`src/rtl/heartsense_pkg.sv`:
```
// Shared types and defaults for the heart-rate sensor poll path.
// Holds the scheduler state encoding, bus addresses and alarm thresholds.
package heartsense_pkg;

    typedef enum logic [2:0] {
        IDLE,
        REQ,
        WAIT,
        CAPT,
        SKIP,
        NEXT
    } state_t;

    localparam logic [7:0] HS_DEV_ADDR = 8'h57;
    localparam logic [7:0] HS_REG_BASE = 8'h05;
    localparam logic [7:0] HS_LOW_TH   = 8'd40;
    localparam logic [7:0] HS_HIGH_TH  = 8'd180;

    function automatic logic hr_out_of_range(input logic [7:0] v,
                                             input logic [7:0] lo,
                                             input logic [7:0] hi);
        return (v < lo) || (v > hi);
    endfunction

endpackage

```
`src/rtl/poll_timer.sv`:
```
// Free-running frame period counter; tick is high on the last count.
// Runs continuously out of reset, independent of the scheduler enable.
module poll_timer #(
    parameter int PERIOD = 1000
) (
    input  logic clk_core,
    input  logic reset,
    output logic tick
);
    localparam int CW = (PERIOD > 2) ? $clog2(PERIOD) : 1;

    logic [CW-1:0] count;

    assign tick = (count == CW'(PERIOD - 1));

    always_ff @(posedge clk_core or posedge reset) begin
        if (reset) begin
            count <= '0;
        end else if (tick) begin
            count <= '0;
        end else begin
            count <= count + CW'(1);
        end
    end

endmodule

```
`src/rtl/i2c_poll_scheduler.sv`:
```
// Periodic burst reader for the heart-rate sensor over the shared I2C master.
// Optional POLL_AVG_EN: alarm evaluates a 4-sample moving average of byte 0.
module i2c_poll_scheduler
    import heartsense_pkg::*;
#(
    parameter logic [7:0] DEV_ADDR = HS_DEV_ADDR,
    parameter logic [7:0] REG_BASE = HS_REG_BASE,
    parameter int         NUM_REGS = 4,
    parameter int         PERIOD   = 1000,
    parameter logic [7:0] TIMEOUT  = 8'd255,
    parameter logic [7:0] LOW_TH   = HS_LOW_TH,
    parameter logic [7:0] HIGH_TH  = HS_HIGH_TH
) (
    input  logic       clk_core,
    input  logic       reset,
    input  logic       enable,
    input  logic       busy_I2C,
    input  logic [7:0] din_I2C,
    output logic [7:0] add_I2C,
    output logic [7:0] reg_I2C,
    output logic       ler_i2c,
    output logic [3:0] rd_idx,
    output logic [7:0] rd_data,
    output logic       rd_valid,
    output logic       frame_done,
    output logic       alarma,
    output logic       timeout_err
);
    localparam logic [3:0] LAST_IDX = 4'(NUM_REGS - 1);

    state_t     state;
    logic [3:0] idx;
    logic [7:0] to_cnt;
    logic       tick;
    logic       alarm_upd;
    logic       alarm_val;

    poll_timer #(.PERIOD(PERIOD)) u_timer (
        .clk_core (clk_core),
        .reset    (reset),
        .tick     (tick)
    );

`ifdef POLL_AVG_EN
    logic [7:0] samp [4];
    logic [9:0] sum;
    logic [1:0] nfill;
    logic [9:0] sum_nxt;
    logic       push;

    assign push      = (state == WAIT) && !busy_I2C && (idx == 4'd0);
    // Oldest sample leaves as the new one enters; sum never underflows.
    assign sum_nxt   = sum + {2'b00, din_I2C} - {2'b00, samp[3]};
    assign alarm_upd = (nfill == 2'd3);
    assign alarm_val = hr_out_of_range(sum_nxt[9:2], LOW_TH, HIGH_TH);

    always_ff @(posedge clk_core or posedge reset) begin
        if (reset) begin
            samp[0] <= '0;
            samp[1] <= '0;
            samp[2] <= '0;
            samp[3] <= '0;
            sum     <= '0;
            nfill   <= '0;
        end else if (push) begin
            samp[0] <= din_I2C;
            samp[1] <= samp[0];
            samp[2] <= samp[1];
            samp[3] <= samp[2];
            sum     <= sum_nxt;
            if (nfill != 2'd3) nfill <= nfill + 2'd1;
        end
    end
`else
    assign alarm_upd = 1'b1;
    assign alarm_val = hr_out_of_range(din_I2C, LOW_TH, HIGH_TH);
`endif

    always_ff @(posedge clk_core or posedge reset) begin
        if (reset) begin
            state       <= IDLE;
            idx         <= '0;
            to_cnt      <= '0;
            add_I2C     <= DEV_ADDR;
            reg_I2C     <= REG_BASE;
            ler_i2c     <= 1'b0;
            rd_idx      <= '0;
            rd_data     <= '0;
            rd_valid    <= 1'b0;
            frame_done  <= 1'b0;
            alarma      <= 1'b0;
            timeout_err <= 1'b0;
        end else begin
            rd_valid   <= 1'b0;
            frame_done <= 1'b0;
            case (state)
                IDLE: begin
                    if (tick && enable) begin
                        state   <= REQ;
                        idx     <= '0;
                        reg_I2C <= REG_BASE;
                        ler_i2c <= 1'b1;
                        to_cnt  <= '0;
                    end
                end
                REQ: begin
                    if (busy_I2C) begin
                        state   <= WAIT;
                        ler_i2c <= 1'b0;
                        to_cnt  <= '0;
                    end else if (to_cnt == TIMEOUT) begin
                        state       <= SKIP;
                        ler_i2c     <= 1'b0;
                        timeout_err <= 1'b1;
                    end else begin
                        to_cnt <= to_cnt + 8'd1;
                    end
                end
                WAIT: begin
                    // Capture on the first cycle busy is seen low: one-cycle latency.
                    if (!busy_I2C) begin
                        state    <= CAPT;
                        rd_data  <= din_I2C;
                        rd_idx   <= idx;
                        rd_valid <= 1'b1;
                        if (idx == 4'd0 && alarm_upd) alarma <= alarm_val;
                    end else if (to_cnt == TIMEOUT) begin
                        state       <= SKIP;
                        timeout_err <= 1'b1;
                    end else begin
                        to_cnt <= to_cnt + 8'd1;
                    end
                end
                CAPT, SKIP: begin
                    state <= NEXT;
                end
                NEXT: begin
                    if (idx == LAST_IDX) begin
                        frame_done <= 1'b1;
                        state      <= IDLE;
                    end else begin
                        idx     <= idx + 4'd1;
                        reg_I2C <= REG_BASE + {4'b0000, idx + 4'd1};
                        ler_i2c <= 1'b1;
                        to_cnt  <= '0;
                        state   <= REQ;
                    end
                end
                default: state <= IDLE;
            endcase
        end
    end

endmodule

```
`config.mk`:
```
export PLATFORM = sky130hd
export DESIGN_NAME = i2c_poll_scheduler
export DESIGN_NICKNAME = d
export VERILOG_FILES = /design/src/rtl/heartsense_pkg.sv /design/src/rtl/poll_timer.sv /design/src/rtl/i2c_poll_scheduler.sv
export SDC_FILE = /design/constraint.sdc
export NUM_CORES = 1
export LEC_CHECK = 0
export ABC_AREA = 1
export CAP_MARGIN = 20
export CORE_ASPECT_RATIO = 1.1
export CORE_MARGIN = 8
export CORE_UTILIZATION = 45
export CTS_CLUSTER_SIZE = 28
export DETAILED_ROUTE_END_ITERATION = 8
export PLACE_DENSITY = 0.7
export SETUP_SLACK_MARGIN = 0.02
export SKIP_LAST_GASP = 1
export SLEW_MARGIN = 20
export SYNTH_ARGS = -nofsm -noshare
export SYNTH_HDL_FRONTEND = slang
export SYNTH_SLANG_ARGS = --single-unit
```
`constraint.sdc`:
```
create_clock -name clk_core -period 2.18 [get_ports clk_core]
set_input_delay 0.654 -clock clk_core [delete_from_list [all_inputs] [get_ports clk_core]]
set_output_delay 0.654 -clock clk_core [all_outputs]
set_load 0.02 [all_outputs]
```
==> results of run 1 <==
-- metal layers --
layer | share of wire | vias to the layer above
met3 | 0.040 | 6
met4 | 0.011 | 0
met1 | 0.46 | 982
met2 | 0.49 | 51
li1 | - | 1094
met5 | 0 | -
-- synth_stat cells (all sizes together) --
master / count
o31ai: 1
ha: 6
nand3b: 1
nand3: 19
conb: 1
a21oi: 10
nor3b: 1
nor3: 5
dfrtp: 45
o21bai: 1
a21o: 1
xor2: 4
o21ai: 26
buf: 13
nand4: 7
xnor2: 2
inv: 39
nor2: 28
nand2: 109
clkbuf: 2
and3: 1
a31oi: 1
dfstp: 2
-- area by class of cell --
class	instances	area (µm²)	area share
Sequential cell	47	1180	0.387
Multi-Input combinational cell	234	1130	0.372
Timing Repair Buffer	39	388	0.128
Inverter	39	146	0.0481
Tap cell	75	93.8	0.0309
Clock buffer	6	72.6	0.0239
Clock inverter	1	30.0	0.00987
-- logic make-up after synthesis --
group                    count (synthesis)
AND/OR/NAND/NOR                        171
buffers and inverters                   54
flip-flops                              47
AO/OA/AOI/OAI                           40
XOR/XNOR                                 6
adder cells (fa/ha/maj)                  6
other                                    1
-- registers in the layout, indices dropped and copies added (netlist names) --
name	count
rd_idx	4
rd_valid	1
frame_done	1
rd_data	8
to_cnt	8
ler_i2c	1
idx	4
u_timer.count	10
state	3
reg_I2C	5
timeout_err	1
alarma	1
-- how the worst max path moves through the flow --
stage	startpoint	slack, ns	depth (start not counted)	end
after floorplan	reset	0.41	1	alarma
after global placement	enable	0.17	6	idx[0]
after detailed placement	busy_I2C	0.14	8	to_cnt[6]
after CTS	reg_I2C[2]	0.06	1	reg_I2C[2]
after global routing	reg_I2C[2]	0.05	1	reg_I2C[2]
final	reg_I2C[2]	0.07	1	reg_I2C[2]
-- stage by stage --
step / util / std cells
6_report: 0.564 / 441
3_5_place_dp: 0.545 / 434
5_1_grt: 0.564 / 441
4_1_cts: 0.564 / 441
3_3_place_gp: 0.545 / 434
2_1_floorplan: - / 335
-- where the power goes --
group	total [W]	switching, W	internal [W]
Combinational	0.000123	0.0000728	0.0000501
Sequential	0.000890	0.00000707	0.000883
Clock	0.000620	0.000283	0.000336
==> run_results.csv, run 1 <==
group,metric,value,unit
yosys,yosys_warnings,8,
grt,grt_use_met2,0.234,
placement,pre_cts_ws,0.142,ns
critical_path,path_delay_family,"buffers and inverters",
drt,postRouteAntennaNets,0,
grt,grt_pass1_vias,2034,
critical_path,crit_buf_inv,1,
timing,clock.fmax,0.475,GHz
grt,use_met3,0.0295,
grt,antenna_found_initial,0,
floorplan,ios,45,
floorplan,fp.dieH,94.7,µm
placement,port_buffers,33,
clock_network,worstSkewPairLatency,0.30,ns
grt,grt.busiest_layer,"met2",
timing,rsz0062_at_grt,"no",
yosys,yosys.cell_types.count,33,
clock_network,clkSinkCount,47,
final_layout,diodes,0,
timing,hold_slack,0.466,ns
yosys,synth_top_family_by_area,"simple AND/OR/NAND/NOR gates",
timing,setup_viol,0,
placement,place_area,2940,µm²
yosys,synth_compound_gate_area_share,0.0870,
yosys,avgSynthCellArea,7.79,µm²
power_and_ir_drop,p_total,0.00163,W
timing,finalMaxSlewViolations,0,
worst_hold_path,min_delay_path_depth,1,
drt,wl,5.49,mm
clock_network,cts_hold_buf,0,
clock_network,numCtsBuffers,5,
timing,hold_violations,0,
critical_path,path_class,"flop to primary output",
grt,grt_util_all_layers,0.138,
critical_path,critPathCaptureType,"primary output",
clock_network,clockBufferDepth,2,
critical_path,r2r-start,"idx[0]",
yosys,synth-seq-area-share,0.465,
drt,num_vias,2133,
grt,grt_max_degree,20,
floorplan,die_area,8290,µm²
final_layout,area_growth,20.1,%
worst_hold_path,hold_path_end,"u_timer.count[0]",
final_layout,layout_common_cells,"nand2_1 (107), dfrtp_1 (45), inv_1 (36), clkdlybuf4s50_1 (33), nor2_1 (24)",
yosys,netlist_area,2530,µm²
clock_network,cts_resized,0,
floorplan,core,5400,µm²
timing,period_needed,2.11,ns
critical_path,worst-endpoint-required,1.53,ns
grt,grt.met1_usage,0.167,
yosys,synth_largest_area_cell,"dfrtp_1",
critical_path,path_cells,"clkdlybuf4s50_1",
floorplan,rows,28,
final_layout,fin_nets,384,
drt,routedWlPerCell,12.4,µm
drt,drt_iter0_markers,145,
clock_network,cts_tree,"built",
yosys,ys_seq_elements,47,
clock_network,h-tree-depth,2,
clock_network,clockRootBuffer,"clkbuf_8",
timing,fin_tns_setup,0,ns
final_layout,fillers,556,
floorplan,initial_core_util,0.469,
floorplan,dieWidth,87.5,µm
critical_path,reg2reg_slack,0.44,ns
worst_hold_path,hp-start,"u_timer.count[0]",
power_and_ir_drop,peakVddDrop,0.000344,V
critical_path,r2r_cells,7,
timing,min_period_over_period,0.966,
yosys,syn_inst,325,
timing,fin_skew,0.00646,ns
critical_path,slowest_stage,"clkdlybuf4s50_1",
critical_path,cp_max_fo,2,
yosys,synthMuxAreaShare,0,
critical_path,r2r_end,"reg_I2C[4]",
final_layout,final_common_cell,"nand2_1",
yosys,synthSimpleGateAreaFrac,0.293,
yosys,synth.area.top_cells,"dfrtp_1 (44%), nand2_1 (16%), inv_1 (5.5%)",
run_status,status,"finished clean",
timing,setup_slack,0.0747,ns
critical_path,arrival,1.45,ns
clock_network,post_cts_buffers,0,
power_and_ir_drop,power_per_cell_area,537,nW/µm²
drt,via_per_inst,4.84,
run,max-cap-violations,0,
placement,place_congestion,0.860,
yosys,synthXorXnorAreaFrac,0.0208,
power_and_ir_drop,leakage,1.57,nW
clock_network,clk_pin_slew,0.09,ns
final_layout,drive_above_1_share,0.0765,
grt,grt_overflow,0,
grt,grt_pass1_wl,9.22,mm
critical_path,max_stage_delay,0.61,ns
worst_hold_path,holdCritPathClass,"flop to flop",
drt,drc,0,
critical_path,start_kind,"flop",
drt,first_pass_iters,4,
yosys,synth_fa_ha_area_frac,0.0296,
placement,dp_hpwl,4.20,mm
yosys,synthDominantCellAreaShare,0.445,
final_layout,fin_area,3040,µm²
No activity file was read; power rests on OpenSTA's default activity.
==> inputs of run 2 (changes only) <==
Settings changed: CAP_MARGIN 20 to not set, SKIP_CTS_REPAIR_TIMING set to 1.
==> results of run 2 <==
The final DEF is identical to that of run 1; final timing and power are the same.
==> inputs of run 3 (changes only) <==
Settings changed: CORE_UTILIZATION 45 to 40, PLACE_DENSITY 0.7 to not set.
==> run_results.csv, run 3 (same netlist as run 1, synthesis figures left out) <==
group,metric,value,unit
clock_network,clkSinkCount,47,
clock_network,numCtsBuffers,5,
critical_path,crit_buf_inv,1,
placement,port_buffers,33,
power_and_ir_drop,power.net_switching,0.000372,W
drt,wl,5.34,mm
critical_path,cp_max_fo,2,
timing,min_period_over_period,0.969,
floorplan,fp.dieH,99.5,µm
timing,fin_tns_setup,0,ns
grt,grt_pass1_vias,2052,
timing,rsz0062_at_grt,"no",
power_and_ir_drop,p_int,0.00131,W
drt,num_vias,2089,
critical_path,max_stage_delay,0.61,ns
timing,fin_skew,0.00432,ns
final_layout,layout_common_cells,"nand2_1 (107), dfrtp_1 (45), inv_1 (36), clkdlybuf4s50_1 (33), nor2_1 (24)",
critical_path,path_cells,"clkdlybuf4s50_1",
floorplan,ios,45,
final_layout,drive_above_1_share,0.0817,
power_and_ir_drop,switching_share,0.222,
floorplan,initial_core_util,0.411,
timing,setup_slack,0.0675,ns
power_and_ir_drop,pwr-share-seq,0.530,
power_and_ir_drop,leakage,1.58,nW
run,max-cap-violations,0,
run_status,status,"finished clean",
final_layout,largest_reg_flops,10,
floorplan,rows,30,
final_layout,diodes,0,
final_layout,top_regs,"u_timer.count (10), rd_data (8), to_cnt (8)",
drt,via_per_inst,4.67,
worst_hold_path,hp-start,"u_timer.count[0]",
critical_path,path_delay_family,"buffers and inverters",
drt,routedWlPerCell,11.9,µm
critical_path,arrival,1.46,ns
clock_network,cts_tree,"built",
power_and_ir_drop,power_per_cell_area,546,nW/µm²
timing,clock.fmax,0.473,GHz
timing,finalMaxSlewViolations,0,
critical_path,slowest_stage,"clkdlybuf4s50_1",
timing,hold_violations,0,
grt,grt_overflow,0,
drt,postRouteAntennaNets,0,
critical_path,r2r-start,"idx[1]",
final_layout,area_growth,21.4,%
power_and_ir_drop,p_comb_frac,0.075,
drt,first_pass_iters,4,
critical_path,start_kind,"flop",
drt,drc,0,
final_layout,final_common_cell,"nand2_1",
drt,drt_iter0_markers,70,
timing,hold_slack,0.462,ns
critical_path,worst-endpoint-required,1.53,ns
power_and_ir_drop,p_clk_frac,0.396,
critical_path,critPathCaptureType,"primary output",
grt,grt_util_all_layers,0.121,
timing,setup_viol,0,
floorplan,die_area,9140,µm²
final_layout,regMostFlops,"u_timer.count",
clock_network,clockRootBuffer,"clkbuf_8",
grt,antenna_found_initial,0,
clock_network,worstSkewPairLatency,0.30,ns
clock_network,h-tree-depth,2,
final_layout,fin_nets,384,
power_and_ir_drop,peakVddDrop,0.000366,V
critical_path,worstSetupStartpoint,"reg_I2C[2]",
floorplan,dieWidth,91.9,µm
clock_network,clk_pin_slew,0.08,ns
clock_network,clockBufferDepth,2,
timing,period_needed,2.11,ns
placement,pre_cts_ws,0.119,ns
critical_path,path_class,"flop to primary output",
grt,grt_max_degree,31,
floorplan,core,6160,µm²
worst_hold_path,holdCritPathClass,"flop to flop",
grt,grt_pass1_wl,9.25,mm
placement,place_congestion,0.822,
placement,dp_hpwl,4.04,mm
==> run 3: worst paths after layout <==
check | to | slack (ns) | cells past startpoint
worst min register to register | u_timer.count[0] | 0.46 | 1
min in group asynchronous | frame_done | 0.69 | 3
max in group asynchronous | reg_I2C[2] | 1.22 | 3
worst max register to register | reg_I2C[4] | 0.45 | 7
worst max-delay path | reg_I2C[2] | 0.07 | 1
worst min-delay path | u_timer.count[0] | 0.46 | 1
==> run 3: metrics by stage <==
step                      power [W]   util  area [µm²]  instances
final                       0.00168  0.500        3080        447
after floorplan            0.000982      -        2570        335
after global routing        0.00175  0.500        3080        447
after global placement      0.00103  0.480        2960        439
after detailed placement    0.00103  0.480        2960        439
after CTS                   0.00170  0.500        3080        447
==> run 3: cell type report <==
class	count	area, µm²
Multi-Input combinational cell	234	1130
Fill cell	607	3080
Timing Repair Buffer	39	400
Tap cell	80	100
Sequential cell	47	1180
Clock inverter	2	35.0
Inverter	39	146
Clock buffer	6	82.6
==> run 3: power groups by stage <==
| stage | sequential [W] | combinational (W) | clock (W) |
|---|---|---|---|
| final | 0.000890 | 0.000125 | 0.000664 |
| after global routing | 0.000892 | 0.000139 | 0.000715 |
| after CTS | 0.000890 | 0.000128 | 0.000686 |
| after detailed placement | 0.000907 | 0.000127 | 0 |
| after global placement | 0.000907 | 0.000127 | 0 |
| after floorplan | 0.000922 | 0.0000594 | 0 |
==> run 3: layer usage <==
layer	wire length, µm	GRT usage	vias up
li1	-	-	1084
met1	2480	0.147	960
met2	2490	0.200	38
met3	294	0.0362	7
met4	80	0.0409	0
met5	0	0	-
